==> config.mk <==
export PLATFORM = sky130hd
export DESIGN_NAME = axi_master_burst_engine
export DESIGN_NICKNAME = d
export VERILOG_FILES = /design/src/rtl/axi_master_pkg.sv /design/src/rtl/axi_master_watchdog.sv /design/src/rtl/axi_master_burst_engine.sv
export SDC_FILE = /design/constraint.sdc
export NUM_CORES = 1
export LEC_CHECK = 0
export ABC_AREA = 1
export BUFFER_PORTS_ARGS = -buffer_cell sky130_fd_sc_hd__clkbuf_2
export CAP_MARGIN = 0
export CORE_AREA = 5 5 116 118
export DETAILED_ROUTE_END_ITERATION = 7
export DIE_AREA = 0 0 121 123
export HOLD_SLACK_MARGIN = 0.12
export PLACE_DENSITY = 0.71
export REMOVE_ABC_BUFFERS = 1
export SYNTH_ARGS = -nofsm -noshare
export SYNTH_HDL_FRONTEND = slang
export SYNTH_SLANG_ARGS = --single-unit
export TNS_END_PERCENT = 5
==> constraint.sdc <==
create_clock -name clk -period 1.85 [get_ports clk]
set_clock_uncertainty 0.1 [all_clocks]
set_input_delay 0.185 -clock clk [delete_from_list [all_inputs] [get_ports clk]]
set_output_delay 0.185 -clock clk [all_outputs]
set_load 0.02 [all_outputs]
==> src/rtl/axi_master_pkg.sv <==
// Shared types and constants for the AXI burst master: FSM state encoding,
// response codes and the INCR burst type.
package axi_master_pkg;

    typedef enum logic [2:0] {
        S_IDLE,
        S_WR_ADDR,
        S_WR_DATA,
        S_WR_RESP,
        S_RD_ADDR,
        S_RD_DATA,
        S_DONE
    } state_t;

    localparam logic [1:0] RESP_OKAY   = 2'b00;
    localparam logic [1:0] RESP_EXOKAY = 2'b01;
    localparam logic [1:0] RESP_SLVERR = 2'b10;
    localparam logic [1:0] RESP_DECERR = 2'b11;

    localparam logic [1:0] BURST_INCR  = 2'b01;

    function automatic logic [1:0] resp_max(input logic [1:0] a, input logic [1:0] b);
        return (a > b) ? a : b;
    endfunction

endpackage

==> src/rtl/axi_master_watchdog.sv <==
// Stall watchdog for the AXI burst master: counts idle cycles while a
// transaction is active and flags expiry when TIMEOUT_CYC is reached.
module axi_master_watchdog #(
    parameter int unsigned TIMEOUT_CYC = 1024
) (
    input  logic clk,
    input  logic rstn,
    input  logic i_active,
    input  logic i_clear,
    output logic o_expired
);

    localparam int unsigned CW = $clog2(TIMEOUT_CYC + 1);

    logic [CW-1:0] r_cnt;

    always_ff @(posedge clk) begin
        if (!rstn || !i_active || i_clear) begin
            r_cnt <= '0;
        end else if (!o_expired) begin
            r_cnt <= r_cnt + 1'b1;
        end
    end

    assign o_expired = i_active && (r_cnt == CW'(TIMEOUT_CYC));

endmodule

==> src/rtl/axi_master_burst_engine.sv <==
// Single-transaction AXI burst master: one local command becomes one INCR burst.
// Optional stall watchdog enabled by defining AXI_MASTER_TIMEOUT_EN.
module axi_master_burst_engine
    import axi_master_pkg::*;
#(
    parameter logic [1:0]  BURST       = BURST_INCR,
    parameter int unsigned TIMEOUT_CYC = 1024
) (
    input  logic        clk,
    input  logic        rstn,

    input  logic        cmd_valid,
    output logic        cmd_ready,
    input  logic        cmd_wr,
    input  logic [31:0] cmd_addr,
    input  logic [7:0]  cmd_len,
    input  logic [3:0]  cmd_id,

    input  logic [31:0] wr_data_i,
    input  logic        wr_valid_i,
    output logic        wr_ready_o,

    output logic [31:0] rd_data_o,
    output logic        rd_last_o,
    output logic        rd_valid_o,
    input  logic        rd_ready_i,

    output logic        done_valid,
    output logic [1:0]  done_resp,
    output logic [3:0]  done_id,

    output logic [3:0]  MASTER_WR_ADDR_ID,
    output logic [31:0] MASTER_WR_ADDR_ADDR,
    output logic [7:0]  MASTER_WR_ADDR_LEN,
    output logic [1:0]  MASTER_WR_ADDR_BURST,
    output logic        MASTER_WR_ADDR_VALID,
    input  logic        MASTER_WR_ADDR_READY,

    output logic [31:0] MASTER_WR_DATA,
    output logic [3:0]  MASTER_WR_DATA_STRB,
    output logic        MASTER_WR_DATA_LAST,
    output logic        MASTER_WR_DATA_VALID,
    input  logic        MASTER_WR_DATA_READY,

    input  logic [3:0]  MASTER_WR_BACK_ID,
    input  logic [1:0]  MASTER_WR_BACK_RESP,
    input  logic        MASTER_WR_BACK_VALID,
    output logic        MASTER_WR_BACK_READY,

    output logic [3:0]  MASTER_RD_ADDR_ID,
    output logic [31:0] MASTER_RD_ADDR_ADDR,
    output logic [7:0]  MASTER_RD_ADDR_LEN,
    output logic [1:0]  MASTER_RD_ADDR_BURST,
    output logic        MASTER_RD_ADDR_VALID,
    input  logic        MASTER_RD_ADDR_READY,

    input  logic [3:0]  MASTER_RD_BACK_ID,
    input  logic [31:0] MASTER_RD_BACK_DATA,
    input  logic [1:0]  MASTER_RD_BACK_DATA_RESP,
    input  logic        MASTER_RD_BACK_DATA_LAST,
    input  logic        MASTER_RD_BACK_DATA_VALID,
    output logic        MASTER_RD_DATA_READY
);

    state_t      r_state, w_next;
    logic [31:0] r_addr;
    logic [7:0]  r_len;
    logic [3:0]  r_id;
    logic [8:0]  r_beat;
    logic [1:0]  r_resp;
    logic        r_err;

    logic w_timeout, w_at_len, w_in_wdata, w_in_rdata;
    logic w_cmd_hs, w_aw_hs, w_w_hs, w_b_hs, w_ar_hs, w_r_hs, w_rd_err;

    assign w_at_len   = (r_beat == {1'b0, r_len});
    assign w_in_wdata = (r_state == S_WR_DATA) && !w_timeout;
    assign w_in_rdata = (r_state == S_RD_DATA) && !w_timeout;

    // Command side and address channels; fields are held in registers so they stay stable
    assign cmd_ready            = rstn && (r_state == S_IDLE);
    assign MASTER_WR_ADDR_VALID = (r_state == S_WR_ADDR) && !w_timeout;
    assign MASTER_RD_ADDR_VALID = (r_state == S_RD_ADDR) && !w_timeout;
    assign MASTER_WR_ADDR_ID    = r_id;
    assign MASTER_WR_ADDR_ADDR  = r_addr;
    assign MASTER_WR_ADDR_LEN   = r_len;
    assign MASTER_WR_ADDR_BURST = BURST;
    assign MASTER_RD_ADDR_ID    = r_id;
    assign MASTER_RD_ADDR_ADDR  = r_addr;
    assign MASTER_RD_ADDR_LEN   = r_len;
    assign MASTER_RD_ADDR_BURST = BURST;

    assign MASTER_WR_DATA_VALID = w_in_wdata && wr_valid_i;
    assign wr_ready_o           = w_in_wdata && MASTER_WR_DATA_READY;
    assign MASTER_WR_DATA       = w_in_wdata ? wr_data_i : '0;
    assign MASTER_WR_DATA_STRB  = '1;
    assign MASTER_WR_DATA_LAST  = w_in_wdata && w_at_len;
    assign MASTER_WR_BACK_READY = (r_state == S_WR_RESP) && !w_timeout;

    assign rd_valid_o           = w_in_rdata && MASTER_RD_BACK_DATA_VALID;
    assign MASTER_RD_DATA_READY = w_in_rdata && rd_ready_i;
    assign rd_data_o            = w_in_rdata ? MASTER_RD_BACK_DATA : '0;
    assign rd_last_o            = w_in_rdata && MASTER_RD_BACK_DATA_LAST;

    assign done_valid = (r_state == S_DONE);
    assign done_resp  = done_valid ? (r_err ? RESP_SLVERR : r_resp) : '0;
    assign done_id    = done_valid ? r_id : '0;

    assign w_cmd_hs = cmd_valid && cmd_ready;
    assign w_aw_hs  = MASTER_WR_ADDR_VALID && MASTER_WR_ADDR_READY;
    assign w_w_hs   = MASTER_WR_DATA_VALID && MASTER_WR_DATA_READY;
    assign w_b_hs   = MASTER_WR_BACK_READY && MASTER_WR_BACK_VALID;
    assign w_ar_hs  = MASTER_RD_ADDR_VALID && MASTER_RD_ADDR_READY;
    assign w_r_hs   = MASTER_RD_DATA_READY && MASTER_RD_BACK_DATA_VALID;

    // LAST must coincide with beat len: early LAST and missing LAST both mismatch here
    assign w_rd_err = (MASTER_RD_BACK_ID != r_id) || (MASTER_RD_BACK_DATA_LAST != w_at_len);

`ifdef AXI_MASTER_TIMEOUT_EN
    logic w_wd_active, w_wd_clear;

    assign w_wd_active = (r_state != S_IDLE) && (r_state != S_DONE);
    assign w_wd_clear  = (w_next != r_state) || w_aw_hs || w_w_hs || w_b_hs || w_ar_hs || w_r_hs;

    axi_master_watchdog #(
        .TIMEOUT_CYC (TIMEOUT_CYC)
    ) u_watchdog (
        .clk       (clk),
        .rstn      (rstn),
        .i_active  (w_wd_active),
        .i_clear   (w_wd_clear),
        .o_expired (w_timeout)
    );
`else
    assign w_timeout = 1'b0;
`endif

    always_comb begin
        w_next = r_state;
        case (r_state)
            S_IDLE:    if (w_cmd_hs) w_next = cmd_wr ? S_WR_ADDR : S_RD_ADDR;
            S_WR_ADDR: if (w_aw_hs) w_next = S_WR_DATA;
            S_WR_DATA: if (w_w_hs && w_at_len) w_next = S_WR_RESP;
            S_WR_RESP: if (w_b_hs) w_next = S_DONE;
            S_RD_ADDR: if (w_ar_hs) w_next = S_RD_DATA;
            S_RD_DATA: if (w_r_hs && MASTER_RD_BACK_DATA_LAST) w_next = S_DONE;
            S_DONE:    w_next = S_IDLE;
            default:   w_next = S_IDLE;
        endcase
        if (w_timeout) w_next = S_DONE;
    end

    always_ff @(posedge clk) begin
        if (!rstn) begin
            r_state <= S_IDLE;
        end else begin
            r_state <= w_next;
        end
    end

    always_ff @(posedge clk) begin
        if (!rstn) begin
            r_addr <= '0;
            r_len  <= '0;
            r_id   <= '0;
            r_beat <= '0;
            r_resp <= RESP_OKAY;
            r_err  <= 1'b0;
        end else begin
            if (w_cmd_hs) begin
                r_addr <= cmd_addr;
                r_len  <= cmd_len;
                r_id   <= cmd_id;
                r_beat <= '0;
                r_resp <= RESP_OKAY;
                r_err  <= 1'b0;
            end
            if ((w_w_hs || w_r_hs) && !r_beat[8]) begin
                r_beat <= r_beat + 9'd1;
            end
            if (w_b_hs) begin
                r_resp <= MASTER_WR_BACK_RESP;
                r_err  <= (MASTER_WR_BACK_ID != r_id);
            end
            if (w_r_hs) begin
                r_resp <= resp_max(r_resp, MASTER_RD_BACK_DATA_RESP);
                r_err  <= r_err || w_rd_err;
            end
            if (w_timeout) begin
                r_resp <= RESP_DECERR;
                r_err  <= 1'b0;
            end
        end
    end

endmodule
### Yosys cells after proc, flatten, opt, wreduce, memory -nomap -nowiden

Cells that the tools add are included.

* add/sub/neg operators: 1
* magnitude comparators: 1
* equal/unequal tests: 17
* multiplexer cells: 22
* reduce and logical (&&, ||, !) cells: 25

Operators with widths (count)
* 32-bit two-way mux: 2
* 3-bit two-way mux: 7
* 9-bit two-way mux: 2
* 3-bit case mux with 6 select lines: 1
* 1-bit logical AND: 16
* 2-bit two-way mux: 6
* 2-bit by 1-bit != test with 1-bit output, second input constant: 5
* 9-bit by 1-bit adder with 9-bit output, second input constant: 1
* 3-bit equality test, second input constant: 3
* 9-bit by 8-bit equality test with 1-bit output: 1
* 4-bit != test: 2
* 3-bit by 2-bit equality test with 1-bit output, second input constant: 2
* 6-bit AND reduction: 1
* 4-bit two-way mux: 1
* 2-bit != test, second input constant: 2
* 3-bit by 1-bit equality test with 1-bit output, second input constant: 1
* 3-bit logical NOT: 1
* 1-bit logical OR: 3
* 1-bit two-way mux: 3
* 3-bit nonzero test: 1
* 2-bit greater-than comparator: 1
* 2-bit AND reduction: 1
* 2-bit nonzero test: 1
* 1-bit logical NOT: 1
* 1-bit != test: 1

* register bits after elaboration: 59
* input port bits: 132
* output and inout port bits: 177
* word-level logic and storage cells: 73

### Longest topological paths before layout

Gate-level depths: netlist of run 1.

* depth after elaboration: 6
* mapped depth: 13
* gate-level depth less buffers: 12

### Least setup slack after synthesis of run 1

No wires, ideal clock.

* path kind: reg2out
* from: register r_state[2]
* to: output port done_resp[0]
* arrival: 1.481 ns
* setup slack: 0.084 ns
* stages on the path, launching flop included: 6
* buffers on the path: 1
* path through: dfxtp_1 buf_6 nand2_1 nor2_1 inv_1 nor3_1

* word-level cells in the longest chain between the ends: 2

Ends and longest elaborated chain
* start, declared: RTL line axi_master_burst_engine.sv:65 `state_t r_state, w_next;`
* start signal, assigned: RTL line axi_master_burst_engine.sv:157 `r_state <= w_next;`
* 3-bit equality test: RTL line axi_master_burst_engine.sv:105 `assign done_valid = (r_state == S_DONE);`
* via done_valid: RTL line axi_master_burst_engine.sv:28 `output logic done_valid,`
* 2-bit two-way mux: RTL line axi_master_burst_engine.sv:106 `assign done_resp = done_valid ? (r_err ? RESP_SLVERR : r_resp) : '0;`
* end, declared: RTL line axi_master_burst_engine.sv:29 `output logic [1:0] done_resp,`

The timed path passes the listed nets, and every way through them passes these cells.

### Worst setup path in the final report of run 1

* from: register r_len[5] (netlist: MASTER_RD_ADDR_LEN[5])
* to: output port MASTER_WR_DATA_LAST

* word-level cells in the longest chain between the ends: 2

Ends and longest elaborated chain
* start, declared: RTL line axi_master_burst_engine.sv:67 `logic [7:0] r_len;`
* start signal, assigned: RTL line axi_master_burst_engine.sv:172 `r_len <= cmd_len;`
* 9-bit by 8-bit equality test with 1-bit output: RTL line axi_master_burst_engine.sv:76 `assign w_at_len = (r_beat == {1'b0, r_len});`
* 1-bit logical AND: RTL line axi_master_burst_engine.sv:97 `assign MASTER_WR_DATA_LAST = w_in_wdata && w_at_len;`
* end, declared: RTL line axi_master_burst_engine.sv:41 `output logic MASTER_WR_DATA_LAST,`

No other way between the ends.

==> flow_summary.html, run 1 <==
<table>
<tr><th>Metric</th><th>Value</th></tr>
<tr><th colspan="2">Detailed routing</th></tr>
<tr><td>DR vias</td><td>between 4000 and 5000</td></tr>
<tr><td>Total routed wirelength</td><td>14.5 mm</td></tr>
<tr><td>Number of remaining DRC errors</td><td>0</td></tr>
<tr><td>Vias per std cell</td><td>4.22</td></tr>
<tr><td>Average detailed-routed wire length per instance</td><td>~14 um</td></tr>
<tr><td>Violation count after the first detailed-routing iteration</td><td>between 150 and 200</td></tr>
<tr><td>Final ANT Viol Nets</td><td>0</td></tr>
<tr><td>Detailed Routing Iterations Pass 1</td><td>4</td></tr>
<tr><th colspan="2">Floorplan</th></tr>
<tr><td>Die Outline Area</td><td>between 10000 and 15000 um2</td></tr>
<tr><td>Placement row count</td><td>between 40 and 50</td></tr>
<tr><td>Chip width</td><td>121 um</td></tr>
<tr><td>Top-level port count</td><td>309</td></tr>
<tr><td>Core ar.</td><td>12400 um2</td></tr>
<tr><td>Die height</td><td>between 100 and 150 um</td></tr>
<tr><td>Initial standard-cell utilization of the core</td><td>29.7%</td></tr>
<tr><th colspan="2">Power</th></tr>
<tr><td>Maximum ir drop on the vdd rail</td><td>approximately 0.47 mV</td></tr>
<tr><td>Cell area power density</td><td>between 1000 and 1500 nW/um2</td></tr>
<tr><td>Cell leakage power</td><td>3.52 nW</td></tr>
<tr><th colspan="2">Yosys</th></tr>
<tr><td>Top cell type's share of synthesized area</td><td>around a third</td></tr>
<tr><td>Fraction of synthesis flops using an asynchronous set or reset pin</td><td>0%</td></tr>
<tr><td>Commonest cells in the synthesized netlist</td><td>sky130_fd_sc_hd__nand2_1 (124), sky130_fd_sc_hd__inv_1 (105), sky130_fd_sc_hd__nor2_1 (99)</td></tr>
<tr><td>Seq cells post-synth</td><td>between 50 and 60</td></tr>
<tr><td>Yosys warning total</td><td>0</td></tr>
<tr><td>Leading cell type by number of instances after synthesis</td><td>sky130_fd_sc_hd__nand2_1</td></tr>
<tr><td>Seq/Total Area, Yosys</td><td>between 30% and 40%</td></tr>
<tr><td>Synthesized instance count</td><td>592</td></tr>
<tr><td>Dominant cells by area after synthesis</td><td>sky130_fd_sc_hd__dfxtp_1 (32%), sky130_fd_sc_hd__nand2_1 (13%), sky130_fd_sc_hd__buf_4 (11%), sky130_fd_sc_hd__inv_1 (11%), sky130_fd_sc_hd__nor2_1 (10%)</td></tr>
<tr><td>Avg Cell Area, Syn</td><td>~6.2 um2</td></tr>
<tr><td>Number of flops mapped to enable cells by yosys</td><td>0</td></tr>
<tr><td>Dominant cell type by area after synthesis</td><td>sky130_fd_sc_hd__dfxtp_1</td></tr>
<tr><td>Top FF cell, synth</td><td>sky130_fd_sc_hd__dfxtp_1</td></tr>
<tr><td>Netlist area before placement</td><td>approximately 3700 um2</td></tr>
<tr><td>Synth unique cells</td><td>31</td></tr>
<tr><th colspan="2">Setup path</th></tr>
<tr><td>Cell with the biggest individual delay on the critical path</td><td>sky130_fd_sc_hd__dfxtp_4</td></tr>
<tr><td>Critical-path maximum fanout</td><td>4</td></tr>
<tr><td>CP arrival</td><td>approximately 1.5 ns</td></tr>
<tr><td>Critical setup path kind</td><td>flip-flop to output pin</td></tr>
<tr><td>CP Launch Type</td><td>flip-flop</td></tr>
<tr><td>Required time at the endpoint of the critical path</td><td>between 1.5 and 2 ns</td></tr>
<tr><td>Type of destination of the critical path</td><td>output pin</td></tr>
<tr><td>Worst path cell trace</td><td>inv_1 &gt; nand2_1 &gt; nand4_1 &gt; nor2_2 &gt; nand2_2 &gt; nor2_2 &gt; buf_4</td></tr>
<tr><td>Largest stage delay on the critical path</td><td>approximately 0.37 ns</td></tr>
<tr><td>Most prevalent standard cell on the critical path</td><td>sky130_fd_sc_hd__nor2_2</td></tr>
<tr><th colspan="2">CTS</th></tr>
<tr><td>Root Buffer Master</td><td>sky130_fd_sc_hd__clkbuf_16</td></tr>
<tr><td>Source-to-sink clock delay at the later pin of the worst-skew pair</td><td>0.33 ns</td></tr>
<tr><td>CTS max path bufs</td><td>2</td></tr>
<tr><td>Clk sink count</td><td>just under 60</td></tr>
<tr><td>TritonCTS Buffers</td><td>9</td></tr>
<tr><td>TritonCTS clock tree</td><td>yes</td></tr>
<tr><td>Deepest level of the CTS H-tree</td><td>3</td></tr>
<tr><td>Clock Pin Slew Worst Setup and Hold Paths</td><td>0.06 ns</td></tr>
<tr><th colspan="2">Cells and area</th></tr>
<tr><td>Number of nets in the finished design</td><td>1030</td></tr>
<tr><td>Ratio of cells with drive above 1 in the final layout</td><td>40.8%</td></tr>
<tr><td>Number of inserted diodes</td><td>0</td></tr>
<tr><td>P&amp;R area growth vs syn</td><td>60.9%</td></tr>
<tr><td>Cell area after layout</td><td>slightly below 6000 um2</td></tr>
<tr><td>Count of non-filler cells in the finished layout</td><td>about 1100</td></tr>
<tr><th colspan="2">Worst hold path</th></tr>
<tr><td>Kind of path behind the tightest hold check</td><td>input port to flip-flop</td></tr>
<tr><th colspan="2">Outcome</th></tr>
<tr><td>Run status</td><td>complete, no violations</td></tr>
<tr><th colspan="2">GRT</th></tr>
<tr><td>Fraction of met2 tracks used by global routing</td><td>approximately 34%</td></tr>
<tr><td>Layer carrying the most global-route usage</td><td>met2</td></tr>
<tr><td>Initial antenna violation count</td><td>2</td></tr>
<tr><td>Total grt overflow</td><td>0</td></tr>
<tr><td>Met1 Use GR</td><td>about a fifth</td></tr>
<tr><td>Global-route wire length before repair</td><td>around 22 mm</td></tr>
<tr><td>GRT met3 Usage</td><td>7.00%</td></tr>
<tr><td>Combined global-route utilization of all metal layers</td><td>between 10% and 20%</td></tr>
<tr><td>Pin count of the biggest net entering global routing</td><td>46</td></tr>
<tr><td>Via count of the first global-routing pass</td><td>between 4000 and 5000</td></tr>
<tr><th colspan="2">STA</th></tr>
<tr><td>Final Max Tran Viols</td><td>0</td></tr>
<tr><td>Highest clock rate</td><td>between 0.5 and 0.6 GHz</td></tr>
<tr><td>Tcrit/Tclk final</td><td>95.6%</td></tr>
<tr><td>Slack of the critical path</td><td>about 0.08 ns</td></tr>
<tr><td>Tmin final</td><td>roughly 1.8 ns</td></tr>
<tr><td>Final setup violation count</td><td>0</td></tr>
<tr><td>Final Hold Fails</td><td>0</td></tr>
<tr><td>RSZ-0062 raised after global routing</td><td>yes</td></tr>
<tr><th colspan="2">Job</th></tr>
<tr><td>Max-cap check violation count</td><td>0</td></tr>
<tr><th colspan="2">Placed design</th></tr>
<tr><td>Cell count after placement</td><td>~1000</td></tr>
<tr><td>Routability-driven placement congestion ratio</td><td>0.931</td></tr>
<tr><td>Number of input and output port buffers inserted</td><td>300</td></tr>
<tr><td>Post-DP HPWL</td><td>roughly 12 mm</td></tr>
<tr><td>Placed standard-cell area</td><td>~5000 um2</td></tr>
<tr><td>Pre-CTS setup slack</td><td>around 0.0066 ns</td></tr>
</table>
==> layer usage <==
layer | vias up | routed length, um
met5 | - | 27
met4 | 4 | 363
met3 | 26 | 1590
met2 | 201 | 7340
met1 | 1981 | 5190
li1 | 2316 | -
==> worst max-delay path: cells and delay by family, from the launching register on <==
family                 cells  cell delay (ns)
DFF                        1             0.37
buffers and inverters      2             0.21
and+or+nand+nor            5             0.57
==> cell families after synthesis <==
kind of cell             synth area share, %
flip-flops                              32.2
buffers and inverters                   24.7
AO/OA/AOI/OAI                           7.36
XOR/XNOR                                1.91
AND/OR/NAND/NOR                         32.6
other                                  0.205
adder cells (fa/ha/maj)                 1.02
==> where the power goes <==
part,leakage [nW],internal [W],total (W),switching (W)
clock,0.145,0.00108,0.00171,0.000628
combinational,2.88,0.000972,0.00279,0.00182
sequential,0.490,0.00151,0.00174,0.000230
total,3.52,0.00356,0.00624,0.00268
==> worst paths after layout <==
kind	slack, ns	startpoint	depth (start not counted)	endpoint
worst max-delay path	0.08	MASTER_RD_ADDR_LEN[5]	7	MASTER_WR_DATA_LAST
worst min-delay path	0.12	cmd_valid	3	MASTER_RD_ADDR_LEN[0]
worst min register to register	0.38	r_err	2	r_err
worst max register to register	0.19	r_state[1]	8	r_beat[7]
==> layout make-up <==
| class | count | area [um2] |
|---|---|---|
| clock buffer | 10 | 239 |
| clock inverter | 6 | 63.8 |
| fill | 1294 | 6450 |
| inverter | 109 | 412 |
| multi-input combinational | 355 | 1640 |
| sequential | 59 | 1210 |
| tap | 172 | 215 |
| timing repair buffer | 361 | 2130 |
==> repair_timing <==
item	CTS	global route
pin swaps	2	3
gates cloned	0	1
hold buffers	47	0
setup buffers	2	1
endpoints found under the setup margin	73	73
endpoints found under the hold margin	46	0
resized for setup	24	25
==> metrics by stage <==
step,hold WS [ns],util [%],setup TNS (ns),power (W)
after floorplan,0.195,-,-12.95,0.00330
after global placement,0.279,40.4,0,0.00433
after detailed placement,0.283,40.4,0,0.00436
after CTS,0.129,47.2,-0.00243,0.00624
after global routing,0.156,47.8,-0.139,0.00666
final,0.122,47.8,0,0.00624
==> registers in the layout, summed over array words and instances, names as in the netlist <==
register	flops
MASTER_RD_ADDR_LEN	8
MASTER_RD_ADDR_ID	4
r_state	3
r_resp	2
r_beat	9
r_err	1
MASTER_RD_ADDR_ADDR	32
==> layout by cell type (no fill, tap or decap), drive strengths merged <==
cell	Yosys	routed
clkbuf	10	302
nand2	127	127
inv	109	110
nor2	104	104
dfxtp	59	59
nand3	48	48
dlygate4sd3	0	47
a21oi	25	25
buf	65	22
o21ai	21	21
conb	2	8
xnor2	6	6
nand4	4	4
nor3	3	3
ha	3	3
xor2	2	2
a31oi	2	2
clkinv	0	2
clkinvlp	0	2
o211ai	1	1
o221ai	1	1
bufinv	0	1
(Power assumes the default switching activity.)
==> inputs of run 2 (changes only) <==
--- a/config.mk
+++ b/config.mk
@@ -12,4 +12,5 @@
 export DETAILED_ROUTE_END_ITERATION = 7
 export DIE_AREA = 0 0 121 123
+export GPL_ROUTABILITY_DRIVEN = 0
 export HOLD_SLACK_MARGIN = 0.12
 export PLACE_DENSITY = 0.71
==> constraint.sdc (replaced) <==
create_clock -name clk -period 1.85 [get_ports clk]
set_clock_uncertainty 0.1 [all_clocks]
set_input_delay 0.0925 -clock clk [delete_from_list [all_inputs] [get_ports clk]]
set_output_delay 0.0925 -clock clk [all_outputs]
set_load 0.02 [all_outputs]
==> run 2 against run 1 <==
  * Final area down 0.87%
  * Sequential share of layout area down 0.056 points
  * Routed wire length up 0.32%
  * Sequential power about the same
  * Critical path depth down 2
  * Clock power up 4%
  * Worst hold slack better by 0.0046 ns
  * Critical path type unchanged
  * Combinational power down 1%
  * Global-route usage up 0.32 points
  * Count of clock-buffer cells in the layout up 1
  * Flip-flop and latch count unchanged
  * Via count up 0.95%
==> flow_summary.html, run 2 (synthesized netlist as in run 1, its figures left out) <==
<table>
<tr><th>Metric</th><th>Value</th></tr>
<tr><th colspan="2">STA</th></tr>
<tr><td>Final-layout worst hold slack</td><td>0.126 ns (+0.00457 ns)</td></tr>
<tr><td>Final Max Tran Viols</td><td>0 (unchanged)</td></tr>
<tr><td>Highest clock rate</td><td>0.563 GHz (-0.33%)</td></tr>
<tr><td>Final setup violation count</td><td>0 (unchanged)</td></tr>
<tr><td>Tcrit/Tclk final</td><td>95.9% (+0.31 points)</td></tr>
<tr><td>Final sum of negative setup slack</td><td>0 ns (unchanged)</td></tr>
<tr><td>Final Hold Fails</td><td>0 (unchanged)</td></tr>
<tr><td>RSZ-0062 raised after global routing</td><td>yes</td></tr>
<tr><td>Tmin final</td><td>1.77 ns (+0.00582 ns)</td></tr>
<tr><th colspan="2">Power</th></tr>
<tr><td>Cell area power density</td><td>1070 nW/um2 (+1.2%)</td></tr>
<tr><td>Cell leakage power</td><td>3.49 nW (-0.83%)</td></tr>
<tr><td>Maximum ir drop on the vdd rail</td><td>0.480 mV (+3.1%)</td></tr>
<tr><th colspan="2">GRT</th></tr>
<tr><td>Via count of the first global-routing pass</td><td>4489 (+3.6%)</td></tr>
<tr><td>Initial antenna violation count</td><td>2 (unchanged)</td></tr>
<tr><td>Global-route wire length before repair</td><td>22.0 mm (+2.4%)</td></tr>
<tr><td>Combined global-route utilization of all metal layers</td><td>18.7% (+0.32 points)</td></tr>
<tr><td>Total grt overflow</td><td>0 (unchanged)</td></tr>
<tr><td>Pin count of the biggest net entering global routing</td><td>46 (unchanged)</td></tr>
<tr><th colspan="2">CTS</th></tr>
<tr><td>Clk sink count</td><td>59 (unchanged)</td></tr>
<tr><td>CTS max path bufs</td><td>2 (unchanged)</td></tr>
<tr><td>TritonCTS Buffers</td><td>9 (unchanged)</td></tr>
<tr><td>Clock Pin Slew Worst Setup and Hold Paths</td><td>0.06 ns (about the same)</td></tr>
<tr><td>Deepest level of the CTS H-tree</td><td>3 (unchanged)</td></tr>
<tr><td>TritonCTS clock tree</td><td>yes</td></tr>
<tr><td>Root Buffer Master</td><td>sky130_fd_sc_hd__clkbuf_16</td></tr>
<tr><td>Source-to-sink clock delay at the later pin of the worst-skew pair</td><td>0.33 ns (about the same)</td></tr>
<tr><th colspan="2">Floorplan</th></tr>
<tr><td>Die Outline Area</td><td>14900 um2 (unchanged)</td></tr>
<tr><td>Top-level port count</td><td>309 (unchanged)</td></tr>
<tr><td>Chip width</td><td>121 um (unchanged)</td></tr>
<tr><td>Initial standard-cell utilization of the core</td><td>29.7% (unchanged)</td></tr>
<tr><td>Die height</td><td>123 um (unchanged)</td></tr>
<tr><td>Placement row count</td><td>41 (unchanged)</td></tr>
<tr><td>Core ar.</td><td>12400 um2 (unchanged)</td></tr>
<tr><th colspan="2">Setup path</th></tr>
<tr><td>Cell with the biggest individual delay on the critical path</td><td>sky130_fd_sc_hd__dfxtp_1</td></tr>
<tr><td>Critical-path maximum fanout</td><td>22 (+18)</td></tr>
<tr><td>End of the critical path</td><td>MASTER_WR_DATA[3]</td></tr>
<tr><td>CP Launch Type</td><td>flip-flop</td></tr>
<tr><td>Critical setup path kind</td><td>flip-flop to output pin</td></tr>
<tr><td>Most prevalent standard cell on the critical path</td><td>sky130_fd_sc_hd__buf_4</td></tr>
<tr><td>Required time at the endpoint of the critical path</td><td>1.66 ns (+0.10 ns)</td></tr>
<tr><td>Worst path cell trace</td><td>buf_4 &gt; nand3_4 &gt; buf_4 &gt; nor2_1 &gt; clkbuf_2</td></tr>
<tr><td>Worst R2R End</td><td>r_beat[7]</td></tr>
<tr><td>R2r setup slk</td><td>0.16 ns (-0.03 ns)</td></tr>
<tr><td>Setup crit start</td><td>r_state[1]</td></tr>
<tr><td>Startpoint of the most critical register-to-register path</td><td>r_state[1]</td></tr>
<tr><td>Largest stage delay on the critical path</td><td>0.34 ns (-0.03 ns)</td></tr>
<tr><td>Type of destination of the critical path</td><td>output pin</td></tr>
<tr><td>CP arrival</td><td>1.58 ns (+0.10 ns)</td></tr>
<tr><td>Worst R2R Path Depth</td><td>8 (unchanged)</td></tr>
<tr><th colspan="2">Cells and area</th></tr>
<tr><td>Ratio of cells with drive above 1 in the final layout</td><td>39.2% (-1.6 points)</td></tr>
<tr><td>P&amp;R area growth vs syn</td><td>59.5%</td></tr>
<tr><td>Share of the core filled with cells</td><td>47.4% (-0.41 points)</td></tr>
<tr><td>Number of flip-flops in the largest register</td><td>32 (unchanged)</td></tr>
<tr><td>Commonest non-fill, non-tap cell in the layout</td><td>sky130_fd_sc_hd__clkbuf_2</td></tr>
<tr><td>Most used cells in the layout excluding fill and tap cells</td><td>sky130_fd_sc_hd__clkbuf_2 (295), sky130_fd_sc_hd__nand2_1 (122), sky130_fd_sc_hd__inv_1 (104)</td></tr>
<tr><td># fillers</td><td>1282 (-0.93%)</td></tr>
<tr><td>Number of nets in the finished design</td><td>1030 (unchanged)</td></tr>
<tr><th colspan="2">Detailed routing</th></tr>
<tr><td>DR vias</td><td>4571 (+0.95%)</td></tr>
<tr><td>Detailed Routing Iterations Pass 1</td><td>5 (+1)</td></tr>
<tr><td>Violation count after the first detailed-routing iteration</td><td>193 (+25%)</td></tr>
<tr><td>Vias per std cell</td><td>4.26 (+0.86%)</td></tr>
<tr><td>Final ANT Viol Nets</td><td>0 (unchanged)</td></tr>
<tr><td>Number of remaining DRC errors</td><td>0 (unchanged)</td></tr>
<tr><td>Average detailed-routed wire length per instance</td><td>13.6 um (+0.23%)</td></tr>
<tr><td>Total routed wirelength</td><td>14.6 mm (+0.32%)</td></tr>
<tr><th colspan="2">Job</th></tr>
<tr><td>Max-cap check violation count</td><td>0 (unchanged)</td></tr>
<tr><th colspan="2">Placed design</th></tr>
<tr><td>Number of input and output port buffers inserted</td><td>300 (unchanged)</td></tr>
<tr><td>Post-DP HPWL</td><td>11.5 mm (about the same)</td></tr>
<tr><th colspan="2">Worst hold path</th></tr>
<tr><td>Kind of path behind the tightest hold check</td><td>input port to flip-flop</td></tr>
<tr><th colspan="2">Outcome</th></tr>
<tr><td>Run status</td><td>complete, no violations</td></tr>
</table>
==> run 2: worst max-delay path: cells and delay by family, from the launching register on <==
kind | cells | cell delay (ns)
flops | 1 | 0.34
buf+inv | 3 | 0.61
simple gates | 2 | 0.31
==> run 2: power by group <==
part           internal [W]  switching [W]  leakage, nW
sequential          0.00151       0.000230        0.486
clock               0.00117       0.000604        0.150
combinational      0.000942        0.00181         2.85
total               0.00362        0.00264         3.49
==> run 2: worst min-delay path by stage <==
stage | startpoint | endpoint | cells past startpoint
final | wr_valid_i | r_beat[2] | 5
after global routing | wr_valid_i | r_beat[2] | 5
after CTS | wr_valid_i | r_beat[2] | 5
after detailed placement | cmd_addr[12] | MASTER_RD_ADDR_ADDR[12] | 3
after global placement | cmd_addr[17] | MASTER_RD_ADDR_ADDR[17] | 3
after floorplan | cmd_addr[0] | MASTER_RD_ADDR_ADDR[0] | 2
==> run 2: layer usage <==
layer	GRT usage [%]	vias to the layer above	routed length, um
li1	-	2324	-
met1	19.5	1998	5400
met2	34.8	225	7360
met3	6.18	22	1420
met4	7.37	2	367
met5	0	-	15
==> run 2: final cells by class <==
| cell class | count | area (um2) | area share [%] |
|---|---|---|---|
| diodes | 1 | 2.50 | 0.0427 |
| flip-flops and latches | 59 | 1200 | 20.4 |
| clock inverters | 5 | 77.6 | 1.32 |
| multi-input cells | 355 | 1620 | 27.7 |
| clock buffers | 11 | 233 | 3.97 |
| inverters | 109 | 412 | 7.03 |
| repair buffers | 361 | 2100 | 35.8 |
| well taps | 172 | 215 | 3.67 |
==> run 2: metrics by stage <==
stage	power [W]	instance area (um2)	instances	worst slack, ns
2_1_floorplan	0.00330	3200	523	-0.441
3_3_place_gp	0.00433	4970	1003	0.0913
3_5_place_dp	0.00435	4970	1003	0.0517
4_1_cts	0.00631	5830	1072	0.00445
5_1_grt	0.00667	5860	1073	-0.0366
6_report	0.00627	5860	1073	0.0752
==> run 2: what timing repair did <==
action,in CTS,in global routing
setup buffers,2,0
gates resized for setup,13,12
hold buffers,51,0
pin swaps,3,2
hold endpoints to repair,52,0
endpoints found under the setup margin,55,39
